$ cat src/rtl/dffram_arbiter.sv
// Two-port round-robin arbiter in front of a single-port DFFRAM (registered read, 1-cycle latency).
// A grant loads stage 1, which drives the RAM. Stage 2 then raises ACK to the owner and returns read data.
module dffram_arbiter #(
  parameter int AW    = 7,
  parameter int DW    = 32,
  parameter int WSIZE = 4
) (
  input  logic             CLK,
  input  logic             RSTn,
  input  logic             REQ0,
  input  logic             REQ1,
  input  logic [WSIZE-1:0] WE0,
  input  logic [WSIZE-1:0] WE1,
  input  logic [AW-1:0]    A0,
  input  logic [AW-1:0]    A1,
  input  logic [DW-1:0]    DI0,
  input  logic [DW-1:0]    DI1,
  output logic             GNT0,
  output logic             GNT1,
  output logic             ACK0,
  output logic             ACK1,
  output logic [DW-1:0]    DO0,
  output logic [DW-1:0]    DO1,
  output logic             RAM_EN,
  output logic [WSIZE-1:0] RAM_WE,
  output logic [AW-1:0]    RAM_A,
  output logic [DW-1:0]    RAM_DI,
  input  logic [DW-1:0]    RAM_DO
);

  logic             ptr_q, ptr_d;
  logic             s1Valid_q, s1Valid_d;
  logic             s1Owner_q, s1Owner_d;
  logic [WSIZE-1:0] s1We_q, s1We_d;
  logic [AW-1:0]    s1A_q, s1A_d;
  logic [DW-1:0]    s1Di_q, s1Di_d;
  logic             s2Valid_q;
  logic             s2Owner_q;
  logic             s2Read_q;
  logic [DW-1:0]    do0_q, do0_d;
  logic [DW-1:0]    do1_q, do1_d;
  logic             rdAck0, rdAck1;

  // ptr_q names the last granted port; the other port wins a conflict.
  // Grants are gated by RSTn so nothing is accepted while reset is held.
  always_comb begin
    GNT0  = 1'b0;
    GNT1  = 1'b0;
    ptr_d = ptr_q;
    if (RSTn) begin
      if (REQ0 && (!REQ1 || ptr_q)) begin
        GNT0 = 1'b1;
      end else if (REQ1) begin
        GNT1 = 1'b1;
      end
    end
    if (GNT0) begin
      ptr_d = 1'b0;
    end else if (GNT1) begin
      ptr_d = 1'b1;
    end
  end

  // Stage 1 captures the granted command. Address and data hold when idle.
  always_comb begin
    s1Valid_d = GNT0 | GNT1;
    s1Owner_d = GNT1;
    s1We_d    = '0;
    s1A_d     = s1A_q;
    s1Di_d    = s1Di_q;
    if (GNT0) begin
      s1We_d = WE0;
      s1A_d  = A0;
      s1Di_d = DI0;
    end else if (GNT1) begin
      s1We_d = WE1;
      s1A_d  = A1;
      s1Di_d = DI1;
    end
  end

  always_comb begin
    rdAck0 = s2Valid_q && !s2Owner_q && s2Read_q;
    rdAck1 = s2Valid_q &&  s2Owner_q && s2Read_q;
    do0_d  = rdAck0 ? RAM_DO : do0_q;
    do1_d  = rdAck1 ? RAM_DO : do1_q;
  end

  always_ff @(posedge CLK or negedge RSTn) begin
    if (!RSTn) begin
      ptr_q     <= 1'b1;
      s1Valid_q <= 1'b0;
      s1Owner_q <= 1'b0;
      s1We_q    <= '0;
      s1A_q     <= '0;
      s1Di_q    <= '0;
      s2Valid_q <= 1'b0;
      s2Owner_q <= 1'b0;
      s2Read_q  <= 1'b0;
      do0_q     <= '0;
      do1_q     <= '0;
    end else begin
      ptr_q     <= ptr_d;
      s1Valid_q <= s1Valid_d;
      s1Owner_q <= s1Owner_d;
      s1We_q    <= s1We_d;
      s1A_q     <= s1A_d;
      s1Di_q    <= s1Di_d;
      s2Valid_q <= s1Valid_q;
      s2Owner_q <= s1Owner_q;
      s2Read_q  <= (s1We_q == '0);
      do0_q     <= do0_d;
      do1_q     <= do1_d;
    end
  end

  assign RAM_EN = s1Valid_q;
  assign RAM_WE = s1We_q;
  assign RAM_A  = s1A_q;
  assign RAM_DI = s1Di_q;
  assign ACK0   = s2Valid_q && !s2Owner_q;
  assign ACK1   = s2Valid_q &&  s2Owner_q;
  // Read data passes straight through on a read ACK; otherwise the last read value is held.
  assign DO0    = do0_d;
  assign DO1    = do1_d;

endmodule

$ cat config.mk
export PLATFORM = sky130hd
export DESIGN_NAME = dffram_arbiter
export DESIGN_NICKNAME = d
export VERILOG_FILES = /design/src/rtl/dffram_arbiter.sv
export SDC_FILE = /design/constraint.sdc
export NUM_CORES = 1
export LEC_CHECK = 0
export CAP_MARGIN = 20
export CORE_ASPECT_RATIO = 0.9
export CORE_MARGIN = 10
export CORE_UTILIZATION = 41
export CTS_CLUSTER_DIAMETER = 100
export DETAILED_ROUTE_END_ITERATION = 16
export PLACE_DENSITY_LB_ADDON = 0.3
export SLEW_MARGIN = 10
export SYNTH_ARGS = -nofsm -noshare
export SYNTH_HDL_FRONTEND = slang
export SYNTH_SLANG_ARGS = --single-unit
$ cat constraint.sdc
create_clock -name CLK -period 1.7 [get_ports CLK]
set_input_delay 0.255 -clock CLK [delete_from_list [all_inputs] [get_ports CLK]]
set_output_delay 0.255 -clock CLK [all_outputs]
set_load 0.005 [all_outputs]
; Word level (Yosys, flattened, before mapping)
; Cells that the tools add are included.
[word_totals]
ff_bits = 113
inputBits = 122
output_inout_bits = 112
[classes]
muxes = 15
bitwise = 1
reduce_logical = 10
[op_table]
columns = operator, count
row1 = $mux W32, 4
row2 = $mux W7, 2
row3 = $mux W4, 2
row4 = $mux W1, 7
row5 = $logic_and A1 B1 Y1, 5
row6 = $logic_not A4 Y1, 1
row7 = $logic_not A1 Y1, 2
row8 = $reduce_bool A2 Y1, 1
row9 = $logic_or A1 B1 Y1, 1
row10 = $or A1 B1 Y1, 1

; Logic depth before layout (Yosys ltp)
; Gate-level depths: netlist (run 1).
[depth]
ltp_word = 7
ltp_mapped = 4
ltp_nobuf = 3

; Worst setup path before layout (run 1)
; No wires, ideal clock.
[synth_timing]
kind = flip-flop to flip-flop
start = register ptr_q
end = register s1A_q[6], in the netlist RAM_A[6]
setup_ns = 0.125
arrival_ns = 1.325
required_time_ns = 1.575
slack_ns = 0.250
stages_incl_launch_ff = 5
period_less_slack_ns = 1.450
cell_sequence = dfstp_2 -> nand2b_1 -> nand3_1 -> buf_2 -> mux2_2
[synth_between]
elab_chain_cells = 5
elab_cells_between_ends = 8
classes_between = mux (5) / reduce/logical (3)
[synth_rtl]
columns = item, line
row1 = start: declaration, 31  ; logic ptr_q, ptr_d;
row2 = start signal: assignment, 103  ; ptr_q <= ptr_d;
row3 = $logic_or A1 B1 Y1 (*), 51  ; if (REQ0 && (!REQ1 || ptr_q)) begin
row4 = $logic_and A1 B1 Y1 (*), 51
row5 = $mux W1, 51
row6 = $mux W1, 50  ; if (RSTn) begin
row7 = $mux W7 / $reduce_bool A2 Y1 (equally long branches), n/a
row8 = end signal: assignment, 95  ; s1A_q <= '0;
row9 = end signal: assignment, 107  ; s1A_q <= s1A_d;
row10 = end: declaration, 35  ; logic [AW-1:0] s1A_q, s1A_d;
; Mark *: on every way between the ends. The rest lies on a longest branch, timed or not.
; A chain may end at the register's enable or synchronous reset.

; Worst setup path after layout (run 1)
[layout_timing]
start = register s2Owner_q
end = output port DO0[12]
[layout_between]
elab_chain_cells = 4
[layout_rtl]
columns = item, line
row1 = start: declaration, 38  ; logic s2Owner_q;
row2 = start signal: assignment, 110  ; s2Owner_q <= s1Owner_q;
row3 = $logic_not A1 Y1, 83  ; rdAck0 = s2Valid_q && !s2Owner_q && s2Read_q;
row4 = $logic_and A1 B1 Y1 (2 in series), 83
row5 = $mux W32, 85  ; do0_d = rdAck0 ? RAM_DO : do0_q;
row6 = end: declaration, 22  ; output logic [DW-1:0] DO0,
; Every way passes these cells.

==> results.sh, run 1 <==
export IMPL_cap_viol_max_count=0
export IMPL_rrSetupSlack_ns=0.07
export IMPL_cp_required_ns=1.44
export IMPL_core_sq_um=11430
export IMPL_rsz0062_at_grt="yes"
export IMPL_grt_overflow_total=0
export IMPL_startpoint_type="flop"
export IMPL_crit_type="reg -> out"
export IMPL_grt_pass1_wl_um=25360
export IMPL_avgSynthCellArea_sq_um=16.47
export IMPL_arrival_ns=1.82
export IMPL_multi_input_area_sq_um=2064
export IMPL_cts_made_buffers=17
export IMPL_pin_count=234
export IMPL_slowest_delay_ns=0.38
export IMPL_worstMarginPinSlew_ns=0.6635
export IMPL_ys_warn_count=0
export IMPL_path_clk_slew_ns=0.05
export IMPL_hpwlAfterDp_um=11270
export IMPL_power_frac_clock=0.333
export IMPL_synth_cells=292
export IMPL_slowest_stage="dfrtp_1"
export IMPL_num_vias=3653
export IMPL_antenna_found_initial=0
export IMPL_cts_root_buf="clkbuf_16"
export IMPL_failed_checks="hold timing, setup timing"
export IMPL_fin_crit_ns=2.071
export IMPL_fin_skew_ns=0.009153
export IMPL_num_antenna_cells=0
export IMPL_fin_area_sq_um=8731
export IMPL_viasPerCell=4.807
export IMPL_reg2reg_depth=6
export IMPL_seqPwrFrac=0.317
export IMPL_setup_viol=64
export IMPL_die_area_sq_um=16470
export IMPL_grt_pass1_vias=4234
export IMPL_hold_ws_ns=-0.004613
export IMPL_drv_slew=0
export IMPL_cp_common_cell="buf_6"
export IMPL_placed_area_sq_um=7426
export IMPL_seqCellArea_sq_um=2829
export IMPL_drt_total_wl_um=16740
export IMPL_p_switching_w=0.002837
export IMPL_fp_dieH_um=122.8
export IMPL_drc=0
export IMPL_finalCritPeriodShare=1.218
export IMPL_grt_max_degree=56
export IMPL_drt_iter0_markers=202
export IMPL_yosys_top_cells_area="dfrtp_1, mux2_2, mux2_4"
export IMPL_std_cell_rows=37
export IMPL_path_cells="nand3b_1 > buf_6 > buf_12 > buf_16 > mux2_4 > buf_6"
export IMPL_wire_per_inst_um=22.03
export IMPL_cp_max_fo=8
export IMPL_reg2reg_from="ptr_q$_DFFE_PN1P_"
export IMPL_fp_dieW_um=134.2
export IMPL_fillerInstances=728
export IMPL_power_density_nw_per_um2=1339
export IMPL_switching_share=0.2427
export IMPL_totalNegativeSetupSlack_ns=-18.80
export IMPL_synth_top_area_cell="dfrtp_1"
export IMPL_synth_top_area_frac=0.5827
export IMPL_nets=713
export IMPL_drive_above_1_share=0.5083
export IMPL_cts_tree="done"
export IMPL_relSlewSlack=0.5577
export IMPL_ant_nets=0
export IMPL_cts_sink_count=113
export IMPL_place_port_buffers=233
export IMPL_syn_nets=414
export IMPL_p_int_w=0.008854
export IMPL_leakagePower_nw=4.082
export IMPL_ys_types=20
export IMPL_syn_area_sq_um=4810
export IMPL_drt_first_pass_iters=4
export IMPL_clock_path_buffers=2
export IMPL_combPwrFrac=0.350
export IMPL_dp_cells=685
export IMPL_r2r_end="RAM_A[3]$_DFFE_PN0P_"
export IMPL_synth_seq_area_share=0.5882
export IMPL_max_freq_mhz=483.0
export IMPL_track_usage=0.2033
export IMPL_initial_utilization=0.4206
export IMPL_outcome="finished with violations"
export IMPL_htreeDepth=4
export IMPL_gp_congestion=0.7237
export IMPL_layout_setup_ws_ns=-0.3705
export IMPL_min_path_type="in -> async"
export IMPL_ys_seq_elements=113
export IMPL_stdcell_count=760
export IMPL_hold_violations=3
export IMPL_area_growth_syn_to_layout_pct=81.53
export IMPL_peakVddDrop_mv=0.8955
export IMPL_endpoint_kind="primary output"
export IMPL_clock_insertion_delay_worst_skew_ns=0.41
## synth_stat cells, drive strengths merged
master    n
nand2b    1
and2      1
inv       1
dfstp     1
a21boi    1
a31oi     1
dfrtp   112
buf      14
a21oi     2
nand3b    1
nor4      1
nand2     2
mux2    142
clkbuf    1
nor2b     5
nand3     2
a32oi     4
## sequential cells by signal (all words and copies together) (netlist names), 4 cells and up
name,flops
RAM_DI,32
do1_q,32
RAM_A,7
RAM_WE,4
do0_q,32
## layout make-up
type	instances	area share
clock buffer	22	0.05317
timing repair buffer	295	0.3426
clock inverter	10	0.02092
multi-input combinational	163	0.2365
inverter	1	0.0004299
sequential	113	0.3240
tap	156	0.02236
## how the worst max path moves through the flow
stage                        start                    to  slack (ns)  cells after the start
3_5_place_dp                  REQ1                  GNT0       -0.23                      5
3_3_place_gp                  REQ1                  GNT0       -0.19                      5
4_1_cts        s2Valid_q$_DFF_PN0_               DO1[13]       -0.38                      7
6_report       s2Owner_q$_DFF_PN0_               DO0[12]       -0.37                      6
5_1_grt        s2Valid_q$_DFF_PN0_               DO1[20]       -0.45                      7
2_1_floorplan    ptr_q$_DFFE_PN1P_  RAM_A[6]$_DFFE_PN0P_        0.25                      4
## cells by family (layout without fill, tap and decap cells)
logic type	count (synthesis)	in the layout	share of synthesized area
mux	142	142	0.3621
flops	113	113	0.5882
buf+inv	16	328	0.02133
compound gates	8	8	0.01223
simple gates	13	13	0.01613
## metal layers
layer | vias to the layer above | GRT usage | routed length [um]
met1 | 1828 | 0.2159 | 6332
li1 | 1655 | - | -
met3 | 14 | 0.1062 | 1754
met5 | - | 0 | 0
met2 | 156 | 0.3488 | 8513
met4 | 0 | 0.05707 | 139
## layout by cell type, fill, tap and decap left out
| cell type | n |
|---|---|
| a21oi_2 | 1 |
| clkinvlp_4 | 3 |
| dfrtp_1 | 112 |
| nand3b_1 | 1 |
| buf_4 | 39 |
| a32oi_1 | 4 |
| clkbuf_16 | 17 |
| nand2_2 | 1 |
| nand2b_4 | 1 |
| and2_1 | 1 |
| nand2_1 | 1 |
| clkbuf_8 | 2 |
| a31oi_1 | 1 |
| mux2_4 | 78 |
| dlygate4sd3_1 | 1 |
| buf_16 | 2 |
| dlygate4sd2_1 | 2 |
| a21boi_0 | 1 |
| mux2_2 | 64 |
| inv_2 | 1 |
| buf_12 | 6 |
| clkdlybuf4s50_1 | 163 |
| buf_6 | 63 |
| nand3_4 | 2 |
| buf_8 | 6 |
| clkbuf_1 | 3 |
| nor4_1 | 1 |
| bufinv_16 | 5 |
| dfstp_2 | 1 |
| buf_2 | 11 |
| clkbuf_2 | 2 |
| a21oi_1 | 1 |
| nor2b_1 | 5 |
| clkinv_2 | 2 |
## power by group through the flow
stage | combinational, W | clock [W] | sequential, W
4_1_cts | 0.00392 | 0.00394 | 0.00369
3_5_place_dp | 0.00340 | 0 | 0.00370
5_1_grt | 0.00436 | 0.00407 | 0.00379
6_report | 0.00410 | 0.00389 | 0.00371
3_3_place_gp | 0.00333 | 0 | 0.00366
2_1_floorplan | 0.00125 | 0 | 0.00365
## metrics by stage
stage	total power, W	setup slack [ns]	util	hold slack [ns]
2_1_floorplan	0.004899	0.2502	-	-0.04059
3_3_place_gp	0.006988	-0.1893	0.6494	0.3129
3_5_place_dp	0.007107	-0.2297	0.6494	0.3244
4_1_cts	0.01154	-0.3848	0.7597	0.004523
5_1_grt	0.01222	-0.4504	0.7635	0.03782
6_report	0.01169	-0.3705	0.7635	-0.004613
## worst max-delay path, delay by kind of cell, from the launching register on
family	cells	cell delay [ns]
buffers and inverters	4	0.54
DFF	1	0.38
muxes	1	0.31
and+or+nand+nor	1	0.18
## repair_timing
| action | CTS | global route |
|---|---|---|
| endpoints found under the hold margin | 22 | 0 |
| setup buffers | 29 | 13 |
| cloned | 5 | 0 |
| endpoints found under the setup margin | 68 | 67 |
| pin swaps | 3 | 1 |
| hold buffers | 1 | 0 |
| resized for setup | 371 | 23 |
No activity file was read; power rests on OpenSTA's default activity.
==> inputs of run 2 (changes only) <==
ABC_AREA = 1   (was not set)
CORE_UTILIZATION = 42   (was 41)
==> run 2 against run 1 <==
The flow finishes with violations (setup timing). Hold slack better by 0.36 ns. Via count up 51%. Flip-flop and latch count unchanged. Die area rose by 6.8%. Clock power down 10%. Clock skew decreased by 0.0018 ns. Core utilization grew 0.33 points. Critical endpoint is now DO0[20].
==> results.sh, run 2 <==
export IMPL_track_usage=0.2113
export IMPL_yosys_top_cells_area="dfrtp_1, nand2_1, inv_1"
export IMPL_clock_insertion_delay_worst_skew_ns=0.41
export IMPL_synth_top_area_cell="dfrtp_1"
export IMPL_reg2reg_from="s2Valid_q$_DFF_PN0_"
export IMPL_hold_violations=0
export IMPL_grt_overflow_total=0
export IMPL_power_frac_clock=0.306
export IMPL_holdPathStages=0
export IMPL_drt_total_wl_um=19960
export IMPL_peakVddDrop_mv=0.6935
export IMPL_final_util=0.7668
export IMPL_min_path_type="reg -> reg"
export IMPL_drv_slew=0
export IMPL_ant_nets=0
export IMPL_num_antenna_cells=0
export IMPL_nets=1113
export IMPL_layout_setup_ws_ns=-0.2117
export IMPL_reg2reg_depth=10
export IMPL_ys_warn_count=0
export IMPL_synthFlopType="dfrtp_1"
export IMPL_relSlewSlack=0.5950
export IMPL_initial_utilization=0.4356
export IMPL_cap_viol_max_count=0
export IMPL_fp_dieW_um=138.7
export IMPL_rrSetupSlack_ns=0.11
export IMPL_async_flop_share=1.000
export IMPL_htreeDepth=4
export IMPL_ys_seq_elements=113
export IMPL_p_int_w=0.007814
export IMPL_synth_commonest_cells="nand2_1, inv_1, dfrtp_1"
export IMPL_drt_iter0_markers=289
export IMPL_crit_type="reg -> out"
export IMPL_wire_per_inst_um=17.15
export IMPL_setup_viol=64
export IMPL_grt_pass1_vias=5647
export IMPL_worstMarginPinSlew_ns=0.6075
export IMPL_synth_edf_count=0
export IMPL_grt_pass1_wl_um=30100
export IMPL_std_cell_rows=38
export IMPL_combPwrFrac=0.364
export IMPL_viasPerCell=4.739
export IMPL_arrival_ns=1.66
export IMPL_cts_sink_count=113
export IMPL_cp_max_fo=6
export IMPL_synth_top_area_frac=0.5266
export IMPL_cts_tree="done"
export IMPL_drc=0
export IMPL_seqPwrFrac=0.330
export IMPL_area_growth_syn_to_layout_pct=76.05
export IMPL_hold_end="s2Owner_q$_DFF_PN0_"
export IMPL_path_clk_slew_ns=0.05
export IMPL_dp_slack_ns=-0.1923
export IMPL_failed_checks="setup timing"
export IMPL_clock_path_buffers=2
export IMPL_hold_path_startpoint="s1Owner_q$_DFF_PN0_"
export IMPL_num_vias=5516
export IMPL_synth_cells=697
export IMPL_synth_seq_area_share=0.5315
export IMPL_gp_congestion=0.8363
export IMPL_final_cell_mix="nand2_1, clkdlybuf4s50_1, inv_1"
export IMPL_yosysMostFrequentCell="nand2_1"
export IMPL_fin_crit_ns=1.912
export IMPL_ys_types=16
export IMPL_cp_required_ns=1.44
export IMPL_fp_dieH_um=126.8
export IMPL_avgSynthCellArea_sq_um=7.636
export IMPL_syn_area_sq_um=5323
export IMPL_startpoint_type="flop"
export IMPL_place_port_buffers=233
export IMPL_final_common_cell="nand2_1"
export IMPL_core_sq_um=12220
export IMPL_hpwlAfterDp_um=12100
export IMPL_antenna_found_initial=0
export IMPL_pin_count=234
export IMPL_cts_made_buffers=17
export IMPL_die_area_sq_um=17580
export IMPL_outcome="finished with violations"
export IMPL_drive_above_1_share=0.2878
export IMPL_r2r_end="do0_q[22]$_DFF_PN0_"
export IMPL_endpoint_kind="primary output"
export IMPL_finalCritPeriodShare=1.125
export IMPL_power_density_nw_per_um2=1218
export IMPL_cts_root_buf="clkbuf_16"
export IMPL_grt_max_degree=101
export IMPL_switching_share=0.3151
export IMPL_rsz0062_at_grt="yes"
export IMPL_max_freq_mhz=523.1
export IMPL_p_switching_w=0.003595
export IMPL_leakagePower_nw=5.049
export IMPL_syn_nets=819
export IMPL_drt_first_pass_iters=4
export IMPL_fin_skew_ns=0.007377
## run 2: repair_timing
action / 4_1_cts / 5_1_grt
setup endpoints to repair: 68 / 68
buffers inserted: 13 / 10
gates resized for setup: 359 / 44
endpoints found under the hold margin: 112 / 0
hold buffers: 1 / 0
pin swaps: 2 / 0
cloned: 6 / 1
## run 2: cells by family after synthesis
family | share of synthesized area
simple gates | 0.2579
buf+inv | 0.1495
flops | 0.5315
compound gates | 0.06112
## run 2: per-stage QoR
step	instances	setup TNS, ns	total power, W	cell area (sq um)	hold WS (ns)
2_1_floorplan	697	0	0.004796	5323	-0.04059
4_1_cts	1156	-9.173	0.01107	9186	0.3622
3_5_place_dp	1104	-4.489	0.007347	8154	0.3502
3_3_place_gp	1104	-3.177	0.007248	8154	0.3370
5_1_grt	1164	-14.43	0.01201	9370	0.3791
6_report	1164	-8.586	0.01141	9370	0.3559
## run 2: power groups by stage
stage	sequential, W	clock [W]	combinational (W)
after global placement	0.00362	0	0.00363
final	0.00376	0.00349	0.00415
after detailed placement	0.00366	0	0.00369
after floorplan	0.00364	0	0.00116
after global routing	0.00383	0.00368	0.00450
after CTS	0.00368	0.00353	0.00387
## run 2: final cells by class
class	count	area, sq um
Timing Repair Buffer	317	2950
Multi-Input combinational cell	386	2220
Sequential cell	113	2830
Clock inverter	14	155.1
Inverter	156	585.6
Fill cell	841	2849
Clock buffer	18	429.2
Tap cell	160	200.2
## run 2: critical path, stage by stage (launching register included)
cell and delay [ns]:
dfrtp_1 0.35, inv_2 0.05, nor2_4 0.12, nand2_4 0.14
buf_6 0.18, buf_16 0.15, o21ai_4 0.14, buf_6 0.12
## run 2: worst max-delay path by stage
stage,startpoint,endpoint,slack [ns],cells past startpoint
floorplan,s2Valid_q$_DFF_PN0_,DO0[10],0.42,6
global placement,REQ1,GNT1,-0.17,6
detailed placement,REQ1,GNT1,-0.19,6
CTS,s2Valid_q$_DFF_PN0_,DO0[20],-0.24,7
global route,s2Owner_q$_DFF_PN0_,DO1[6],-0.32,6
finish,s2Valid_q$_DFF_PN0_,DO0[20],-0.21,7
## run 2: routing by layer
layer | track usage | part of all wire | wire, um
met1 | 0.2457 | 0.39 | 7794
met2 | 0.3481 | 0.49 | 9819
met3 | 0.08542 | 0.099 | 1978
met4 | 0.07357 | 0.018 | 367
met5 | 0 | 0 | 0
==> inputs of run 3 (changes only) <==
ABC_AREA = not set   (was 1)
CORE_UTILIZATION = 41   (was 42)
==> results of run 3 <==
Same layout as run 1: the final DEF is identical, and so are final timing and power.
